File: src/rtl/uart_rx_async_gen_if.sv
// Read-side bundle of uart_rx_async_gen: the FWFT FIFO head and its pop strobe.
// Handshake: rx_valid means rx_data holds the FIFO head; rd_en is the consumer's
// ready. A word is transferred on every clk edge where rx_valid and rd_en are
// both 1. rd_en while rx_valid=0 is ignored. rx_data is zero while empty.
interface uart_rx_async_gen_if #(
  parameter int MAX_BITS   = 9,
  parameter int FIFO_DEPTH = 4
);
  localparam int CW = $clog2(FIFO_DEPTH) + 1;

  logic                rd_en;
  logic [MAX_BITS-1:0] rx_data;
  logic                rx_valid;
  logic [CW-1:0]       fifo_count;

  // Consumer side (APB register block / testbench)
  modport master (output rd_en, input rx_data, rx_valid, fifo_count);
  // Receiver side
  modport slave  (input rd_en, output rx_data, rx_valid, fifo_count);
endinterface

File: src/rtl/uart_rx_async_gen.sv
// uart_rx_async_gen: oversampled UART receiver with per-frame data width
// (5..MAX_BITS), optional parity, 1 or 2 stop bits, false-start rejection,
// sticky error flags and a first-word-fall-through RX FIFO.
// Optional macro UART_RX_BREAK_DETECT_EN adds the break_det output and an
// IDLE-hold state that waits for the line to return high after a break.
// dbg_state exposes the FSM state encoding (IDLE=0, START=1, DATA=2,
// PARITY=3, STOP=4, HOLD=5).
module uart_rx_async_gen #(
  parameter int MAX_BITS   = 9,
  parameter int OVS        = 16,
  parameter int FIFO_DEPTH = 4
) (
  input  logic       clk,
  input  logic       reset_n,
  input  logic       baud_clock,
  input  logic [3:0] data_bits,
  input  logic       parity_en,
  input  logic       odd_n_even,
  input  logic       two_stop,
  input  logic       rx,
  input  logic       clr_errors,
  uart_rx_async_gen_if.slave rd_if,
  output logic       overflow,
  output logic       parity_err,
  output logic       framing_error,
  output logic       rx_idle,
`ifdef UART_RX_BREAK_DETECT_EN
  output logic       break_det,
`endif
  output logic [2:0] dbg_state
);

  localparam int         CNTW = $clog2(OVS);
  localparam int         AW   = $clog2(FIFO_DEPTH);
  localparam int         NW   = $clog2(FIFO_DEPTH) + 1;
  localparam logic [3:0] MAXB = 4'(MAX_BITS);

  typedef enum logic [2:0] {
    S_IDLE   = 3'd0,
    S_START  = 3'd1,
    S_DATA   = 3'd2,
    S_PARITY = 3'd3,
    S_STOP   = 3'd4,
    S_HOLD   = 3'd5
  } state_t;

  // Frame FSM state and per-frame latched configuration
  state_t              r_state, w_state_n;
  logic [CNTW-1:0]     r_cnt, w_cnt_n;
  logic [3:0]          r_bitcnt, w_bitcnt_n;
  logic [MAX_BITS-1:0] r_shift, w_shift_n;
  logic [3:0]          r_nbits, w_nbits_n;
  logic                r_par_en, w_par_en_n;
  logic                r_odd, w_odd_n;
  logic                r_two, w_two_n;
  logic                r_stop2, w_stop2_n;
  logic                r_brk, w_brk_n;
  logic [2:0]          r_samp;

  logic                w_rx_f;
  logic [3:0]          w_nbits_clamped;
  logic                w_bit_end;
  logic                w_half;
  logic                w_is_break;
  logic                w_push;
  logic [MAX_BITS-1:0] w_push_data;
  logic                w_set_par;
  logic                w_set_frm;
`ifdef UART_RX_BREAK_DETECT_EN
  logic                w_set_brk;
  logic                r_break_det;
`endif

  // FIFO storage
  logic [MAX_BITS-1:0] r_mem [FIFO_DEPTH];
  logic [AW-1:0]       r_wr_ptr, r_rd_ptr;
  logic [NW-1:0]       r_count;
  logic                w_full, w_empty, w_pop, w_wr, w_set_ovf;

  logic                r_overflow, r_parity_err, r_framing_error;

  assign w_rx_f    = (r_samp[0] & r_samp[1]) | (r_samp[0] & r_samp[2]) | (r_samp[1] & r_samp[2]);
  assign w_bit_end = (r_cnt == CNTW'(OVS - 1));
  assign w_half    = (r_cnt == CNTW'(OVS / 2 - 1));

  // Right-justify the LSB-first shift register for the latched width
  assign w_push_data = r_shift >> (MAXB - r_nbits);

`ifdef UART_RX_BREAK_DETECT_EN
  // Break: all data bits, parity bit and the first stop bit sampled low
  assign w_is_break = !r_stop2 && r_brk && !w_rx_f;
`else
  assign w_is_break = 1'b0;
`endif

  // Clamp the requested data width into 5..MAX_BITS
  always_comb begin
    w_nbits_clamped = data_bits;
    if (data_bits < 4'd5)     w_nbits_clamped = 4'd5;
    else if (data_bits > MAXB) w_nbits_clamped = MAXB;
  end

  // Next-state and per-tick actions; everything advances only on baud ticks
  always_comb begin
    w_state_n  = r_state;
    w_cnt_n    = r_cnt;
    w_bitcnt_n = r_bitcnt;
    w_shift_n  = r_shift;
    w_nbits_n  = r_nbits;
    w_par_en_n = r_par_en;
    w_odd_n    = r_odd;
    w_two_n    = r_two;
    w_stop2_n  = r_stop2;
    w_brk_n    = r_brk;
    w_push     = 1'b0;
    w_set_par  = 1'b0;
    w_set_frm  = 1'b0;
`ifdef UART_RX_BREAK_DETECT_EN
    w_set_brk  = 1'b0;
`endif
    if (baud_clock) begin
      case (r_state)
        S_IDLE: begin
          if (!w_rx_f) begin
            w_state_n  = S_START;
            w_cnt_n    = '0;
            w_bitcnt_n = '0;
            w_shift_n  = '0;
            w_nbits_n  = w_nbits_clamped;
            w_par_en_n = parity_en;
            w_odd_n    = odd_n_even;
            w_two_n    = two_stop;
            w_stop2_n  = 1'b0;
            w_brk_n    = 1'b1;
          end
        end
        S_START: begin
          if (w_half) begin
            w_cnt_n   = '0;
            w_state_n = w_rx_f ? S_IDLE : S_DATA;
          end else begin
            w_cnt_n = r_cnt + 1'b1;
          end
        end
        S_DATA: begin
          if (w_bit_end) begin
            w_cnt_n   = '0;
            w_shift_n = {w_rx_f, r_shift[MAX_BITS-1:1]};
            if (w_rx_f) w_brk_n = 1'b0;
            if (r_bitcnt == r_nbits - 4'd1) begin
              w_bitcnt_n = '0;
              w_state_n  = r_par_en ? S_PARITY : S_STOP;
            end else begin
              w_bitcnt_n = r_bitcnt + 4'd1;
            end
          end else begin
            w_cnt_n = r_cnt + 1'b1;
          end
        end
        S_PARITY: begin
          if (w_bit_end) begin
            w_cnt_n   = '0;
            w_state_n = S_STOP;
            if (w_rx_f != ((^r_shift) ^ r_odd)) w_set_par = 1'b1;
            if (w_rx_f) w_brk_n = 1'b0;
          end else begin
            w_cnt_n = r_cnt + 1'b1;
          end
        end
        S_STOP: begin
          if (w_bit_end) begin
            w_cnt_n = '0;
            if (w_is_break) begin
`ifdef UART_RX_BREAK_DETECT_EN
              w_set_brk = 1'b1;
`endif
              w_state_n = S_HOLD;
            end else begin
              if (!w_rx_f) w_set_frm = 1'b1;
              if (r_two && !r_stop2) begin
                w_stop2_n = 1'b1;
              end else begin
                // Return to IDLE at the mid-stop point so a following
                // start edge is not missed
                w_push    = 1'b1;
                w_state_n = S_IDLE;
              end
            end
          end else begin
            w_cnt_n = r_cnt + 1'b1;
          end
        end
        S_HOLD: begin
          if (w_rx_f) w_state_n = S_IDLE;
        end
        default: w_state_n = S_IDLE;
      endcase
    end
  end

  // FSM, datapath and input filter registers
  always_ff @(posedge clk) begin
    if (!reset_n) begin
      r_state  <= S_IDLE;
      r_cnt    <= '0;
      r_bitcnt <= '0;
      r_shift  <= '0;
      r_nbits  <= 4'd5;
      r_par_en <= 1'b0;
      r_odd    <= 1'b0;
      r_two    <= 1'b0;
      r_stop2  <= 1'b0;
      r_brk    <= 1'b0;
      r_samp   <= 3'b111;
    end else begin
      r_state  <= w_state_n;
      r_cnt    <= w_cnt_n;
      r_bitcnt <= w_bitcnt_n;
      r_shift  <= w_shift_n;
      r_nbits  <= w_nbits_n;
      r_par_en <= w_par_en_n;
      r_odd    <= w_odd_n;
      r_two    <= w_two_n;
      r_stop2  <= w_stop2_n;
      r_brk    <= w_brk_n;
      if (baud_clock) r_samp <= {r_samp[1:0], rx};
    end
  end

  assign w_full    = (r_count == NW'(FIFO_DEPTH));
  assign w_empty   = (r_count == '0);
  assign w_pop     = rd_if.rd_en && !w_empty;
  assign w_wr      = w_push && (!w_full || w_pop);
  assign w_set_ovf = w_push && w_full && !w_pop;

  // FIFO storage write; contents need no reset because the head is gated by count
  always_ff @(posedge clk) begin
    if (w_wr) r_mem[r_wr_ptr] <= w_push_data;
  end

  // FIFO pointers and occupancy; pointers wrap naturally at the power-of-2 depth
  always_ff @(posedge clk) begin
    if (!reset_n) begin
      r_wr_ptr <= '0;
      r_rd_ptr <= '0;
      r_count  <= '0;
    end else begin
      if (w_wr)  r_wr_ptr <= r_wr_ptr + 1'b1;
      if (w_pop) r_rd_ptr <= r_rd_ptr + 1'b1;
      case ({w_wr, w_pop})
        2'b10:   r_count <= r_count + 1'b1;
        2'b01:   r_count <= r_count - 1'b1;
        default: r_count <= r_count;
      endcase
    end
  end

  // Sticky error flags; a set event wins over a simultaneous clear
  always_ff @(posedge clk) begin
    if (!reset_n) begin
      r_overflow      <= 1'b0;
      r_parity_err    <= 1'b0;
      r_framing_error <= 1'b0;
    end else begin
      if (w_set_ovf)       r_overflow <= 1'b1;
      else if (clr_errors) r_overflow <= 1'b0;
      if (w_set_par)       r_parity_err <= 1'b1;
      else if (clr_errors) r_parity_err <= 1'b0;
      if (w_set_frm)       r_framing_error <= 1'b1;
      else if (clr_errors) r_framing_error <= 1'b0;
    end
  end

`ifdef UART_RX_BREAK_DETECT_EN
  // Sticky break flag
  always_ff @(posedge clk) begin
    if (!reset_n)        r_break_det <= 1'b0;
    else if (w_set_brk)  r_break_det <= 1'b1;
    else if (clr_errors) r_break_det <= 1'b0;
  end
  assign break_det = r_break_det;
`endif

  assign rd_if.rx_data    = w_empty ? '0 : r_mem[r_rd_ptr];
  assign rd_if.rx_valid   = !w_empty;
  assign rd_if.fifo_count = r_count;
  assign overflow         = r_overflow;
  assign parity_err       = r_parity_err;
  assign framing_error    = r_framing_error;
  assign rx_idle          = (r_state == S_IDLE);
  assign dbg_state        = r_state;

endmodule

File: src/flat_wrapper.sv
// flat-port wrapper written by rule: the top's interface ports become plain ports
module uart_rx_async_gen_flat 
#(
  parameter int MAX_BITS   = 9,
  parameter int OVS        = 16,
  parameter int FIFO_DEPTH = 4
)
  (clk, reset_n, baud_clock, data_bits, parity_en, odd_n_even, two_stop, rx, clr_errors, overflow, parity_err, framing_error, rx_idle, dbg_state, rd_if_rd_en, rd_if_rx_data, rd_if_rx_valid, rd_if_fifo_count);
  uart_rx_async_gen_if #(.MAX_BITS(MAX_BITS), .FIFO_DEPTH(FIFO_DEPTH)) rd_if_i ();
  input  logic clk;
  input  logic reset_n;
  input  logic baud_clock;
  input  logic [3:0] data_bits;
  input  logic parity_en;
  input  logic odd_n_even;
  input  logic two_stop;
  input  logic rx;
  input  logic clr_errors;
  output logic overflow;
  output logic parity_err;
  output logic framing_error;
  output logic rx_idle;
  output logic [2:0] dbg_state;
  input wire logic [$bits(rd_if_i.rd_en)-1:0] rd_if_rd_en;
  output wire logic [$bits(rd_if_i.rx_data)-1:0] rd_if_rx_data;
  output wire logic [$bits(rd_if_i.rx_valid)-1:0] rd_if_rx_valid;
  output wire logic [$bits(rd_if_i.fifo_count)-1:0] rd_if_fifo_count;
  assign rd_if_i.rd_en = rd_if_rd_en;
  assign rd_if_rx_data = rd_if_i.rx_data;
  assign rd_if_rx_valid = rd_if_i.rx_valid;
  assign rd_if_fifo_count = rd_if_i.fifo_count;
  uart_rx_async_gen #(.MAX_BITS(MAX_BITS), .OVS(OVS), .FIFO_DEPTH(FIFO_DEPTH)) u_core (.clk(clk), .reset_n(reset_n), .baud_clock(baud_clock), .data_bits(data_bits), .parity_en(parity_en), .odd_n_even(odd_n_even), .two_stop(two_stop), .rx(rx), .clr_errors(clr_errors), .rd_if(rd_if_i), .overflow(overflow), .parity_err(parity_err), .framing_error(framing_error), .rx_idle(rx_idle), .dbg_state(dbg_state));
endmodule
File: config.mk
export PLATFORM = sky130hd
export DESIGN_NAME = uart_rx_async_gen_flat
export DESIGN_NICKNAME = d
export VERILOG_FILES = /design/src/rtl/uart_rx_async_gen_if.sv /design/src/rtl/uart_rx_async_gen.sv /design/src/flat_wrapper.sv
export SDC_FILE = /design/constraint.sdc
export NUM_CORES = 1
export LEC_CHECK = 0
export BUFFER_PORTS_ARGS = -buffer_cell sky130_fd_sc_hd__buf_2
export CAP_MARGIN = 10
export CORE_ASPECT_RATIO = 1.2
export CORE_MARGIN = 1.5
export CORE_UTILIZATION = 56
export CTS_BUF_LIST = sky130_fd_sc_hd__clkbuf_4 sky130_fd_sc_hd__clkbuf_8
export CTS_CLUSTER_SIZE = 8
export DETAILED_ROUTE_END_ITERATION = 10
export PLACE_DENSITY = 0.78
export SYNTH_ARGS = -nofsm -noshare
export SYNTH_HDL_FRONTEND = slang
export SYNTH_SLANG_ARGS = --single-unit
File: constraint.sdc
create_clock -name clk -period 3.13 [get_ports clk]
set_input_delay 0.939 -clock clk [delete_from_list [all_inputs] [get_ports clk]]
set_output_delay 0.939 -clock clk [all_outputs]
set_load 0.01 [all_outputs]
==> results.md <==
- Status: finished clean
- Bufs on Longest Clock Path: 2
- Hold_sp: u_core.r_shift[0]
- Clock Skew: 9.98 ps
- Max-capacitance violation count: 0
- Die Y: 94.1 µm
- Initial Util: 57.2%
- CTS Sinks: 79
- DR WL/cell: 15.2 µm
- Max-slew headroom: 56.8%
- DRT iter0 DRCs: 145
- DRT Pass-1 Iters: 4
- Syn avg cell area: 10.6 µm²
- Yosys warnings: 0
- WP data required: 3420 ps
- Met2 usage: 39.4%
- Antenna fix cells: 0
- Overall Global Routing Usage: 22.0%
- Unrepaired setup endpoints after global routing: no
- Num rows: 33
- Final ANT Viol Nets: 0
- Mapped Nets: 391
- H-Tree Depth: 3
- Die Wd: 78.9 µm
- Max IR drop VDD: 222 µV
- M3 GR Usage: 3.11%
- Post-synth top area share: 27.9%
- Post-synthesis instance total: 367
- WS Path Type: reg2reg
- Clk pin slew, worst setup/hold paths: 90 ps
- Pin count of the biggest net entering global routing: 27
- TritonCTS clock tree: done
- Cell area power density: 439 mW/mm²
- First-pass GRT wire length: 12.6 mm
- Fin nets: 424
- Setup tns final: 0 ps
- Inserted Clock Buffers: 9
- IO Count: 33
- Critical Path Start: u_core.r_cnt[0]
- Via density per instance: 5.60
- Register area share after synthesis: 50.1%
- Final Hold Vio Count: 0
- Proportion of layout cells with a drive suffix above 1: 20.2%
- Arrival time worst endpoint: 2990 ps
- Post-DP Area: 0.00414 mm²
- Post-synth EDFFs: 36
- Worst-Margin Slew: 645 ps
- HPWL Detailed: 5.22 mm
- Max-slew violations: 0
- Hold_buf cts: 0
- Max Fclk: 370 MHz
- Largest area contributor in the netlist: edfxtp_1
- DR DRC count: 0
- Async SR Flop Fraction: 0%
- DRT Wirelength: 7.50 mm
- Leakage Power: 0.00160 µW
- Gr busiest metal: met2
- Post-route cell area: 0.00436 mm²
- Area growth syn-to-layout: 12.4%
- Clk_lat worst skew: 350 ps
- Distinct cells, synth: 54
- Initial antenna violation count: 0
- Hold Crit Class: reg2reg
- Crit. End Element: flip-flop
- Synth Register Bits: 79
- GRT Residual Overflow: 0
- Number of setup buffers added after CTS: 0
- Mapped cell area: 0.00387 mm²
- IO Port Bufs: 32
- R2R Path Start: u_core.r_cnt[0]
- Post_cts resized: 0
- Via count: 2,757
- Most frequently used flop master after synthesis: dfxtp_1
- Root Buffer: clkbuf_8
- Final Setup Violations: 0
- Critical Path Fanout Max: 4
- Crit path time final: 2700 ps
- Crit share post-route: 86.4%
- CP Launch Type: flip-flop
- Die area: 0.00743 mm²
- Routability cong.: 0.854
- Vias in the first global route: 2,763
- Synth area leaders: edfxtp_1, dfxtp_1, mux4_2
- Met1 GRT Util: 25.8%
- CORE AREA: 0.00677 mm²
stage by stage:
step / hold WS, ps / total power [µW] / setup WS, ps / util (%) / instances
after detailed placement: 476 / 1140 / 236 / 61.2 / 476
after global placement: 463 / 1140 / 302 / 61.2 / 476
after floorplan: 456 / 1120 / 118 / - / 367
final: 488 / 1910 / 425 / 64.3 / 492
after global routing: 517 / 1970 / 277 / 64.3 / 492
after CTS: 488 / 1930 / 436 / 64.3 / 492
path summary, 6_finish.rpt:
check / endpoint / slack, ps / depth (start not counted)
max: u_core.rd_if.fifo_count[2] / 430 / 11
min: u_core.r_shift[0] / 490 / 2
max reg2reg: u_core.rd_if.fifo_count[2] / 430 / 11
min reg2reg: u_core.r_shift[0] / 490 / 2
flip-flops by register name (all words and copies together), names as in the netlist, named ones only:
signal and flops:
u_core.overflow 1, u_core.r_mem 36, u_core.r_stop2 1, u_core.r_two 1, u_core.r_samp 3, u_core.r_bitcnt 4
u_core.parity_err 1, u_core.r_shift 9, u_core.r_nbits 4, u_core.r_cnt 4, u_core.framing_error 1, u_core.dbg_state 3
u_core.r_par_en 1, u_core.r_rd_ptr 2, u_core.r_odd 1, u_core.r_wr_ptr 2, u_core.rd_if.fifo_count 3
metal layers:
layer | routed length, µm | up-vias | part of all wire, %
met3 | 214 | 13 | 2.9
met2 | 3940 | 49 | 53
met5 | 0 | - | 0
met4 | 142 | 0 | 1.9
li1 | - | 1373 | -
met1 | 3200 | 1322 | 43
power by group:
group | internal (µW) | total [µW] | switching (µW)
Clock | 404 | 796 | 392
Combinational | 16.2 | 44.2 | 27.9
Sequential | 1070 | 1070 | 1.67
area by class of cell:
cell class	count	area [µm²]
well taps	87	109
clock inverters	6	76.3
repair buffers	42	235
flip-flops and latches	79	1940
fillers	541	2410
clock buffers	10	138
inverters	14	52.6
multi-input cells	254	1800
critical path, cell delays in order (launching register included):
cell and delay, ps:
dfxtp_1 380, ha_1 250, nand3_2 130, or4_4 530, nor3b_2 220, inv_1 60
ha_1 230, inv_1 80, fa_1 180, xor2_1 100, or3_1 330, a21oi_1 160
synthesized netlist by cell type, types with 4 or more instances:
cell type	count
and2_2	4
nor3_1	4
clkbuf_1	14
or3_1	4
mux2i_1	14
and2_1	12
inv_1	13
xnor2_1	15
mux4_2	9
o21ai_0	6
dfxtp_1	43
a21oi_1	23
nand2b_1	6
nand3_1	17
nand2_1	35
xor2_1	6
ha_1	10
buf_2	6
mux2_2	4
nor2_1	36
edfxtp_1	36
cell families after synthesis:
kind of cell,count (synthesis),share of synthesized area [%]
mux,27,10.0
buf+inv,34,3.49
flops,79,50.1
fa+ha+maj,12,4.04
simple gates,139,18.2
xor+xnor,22,5.33
compound gates,54,8.78
placed cells by master (no fill, tap or decap), drive strengths merged, types with 4 or more instances in the layout:
master,count
buf,42
ha,10
nand2b,6
inv,16
a21oi,23
mux4,9
dfxtp,43
o21ai,7
edfxtp,36
nand3,18
nor2,36
clkbuf,10
nor3,4
mux2i,14
xnor2,15
mux2,4
and2,16
nand2,35
xor2,6
or3,4
Power figures use the tool's default switching activity.
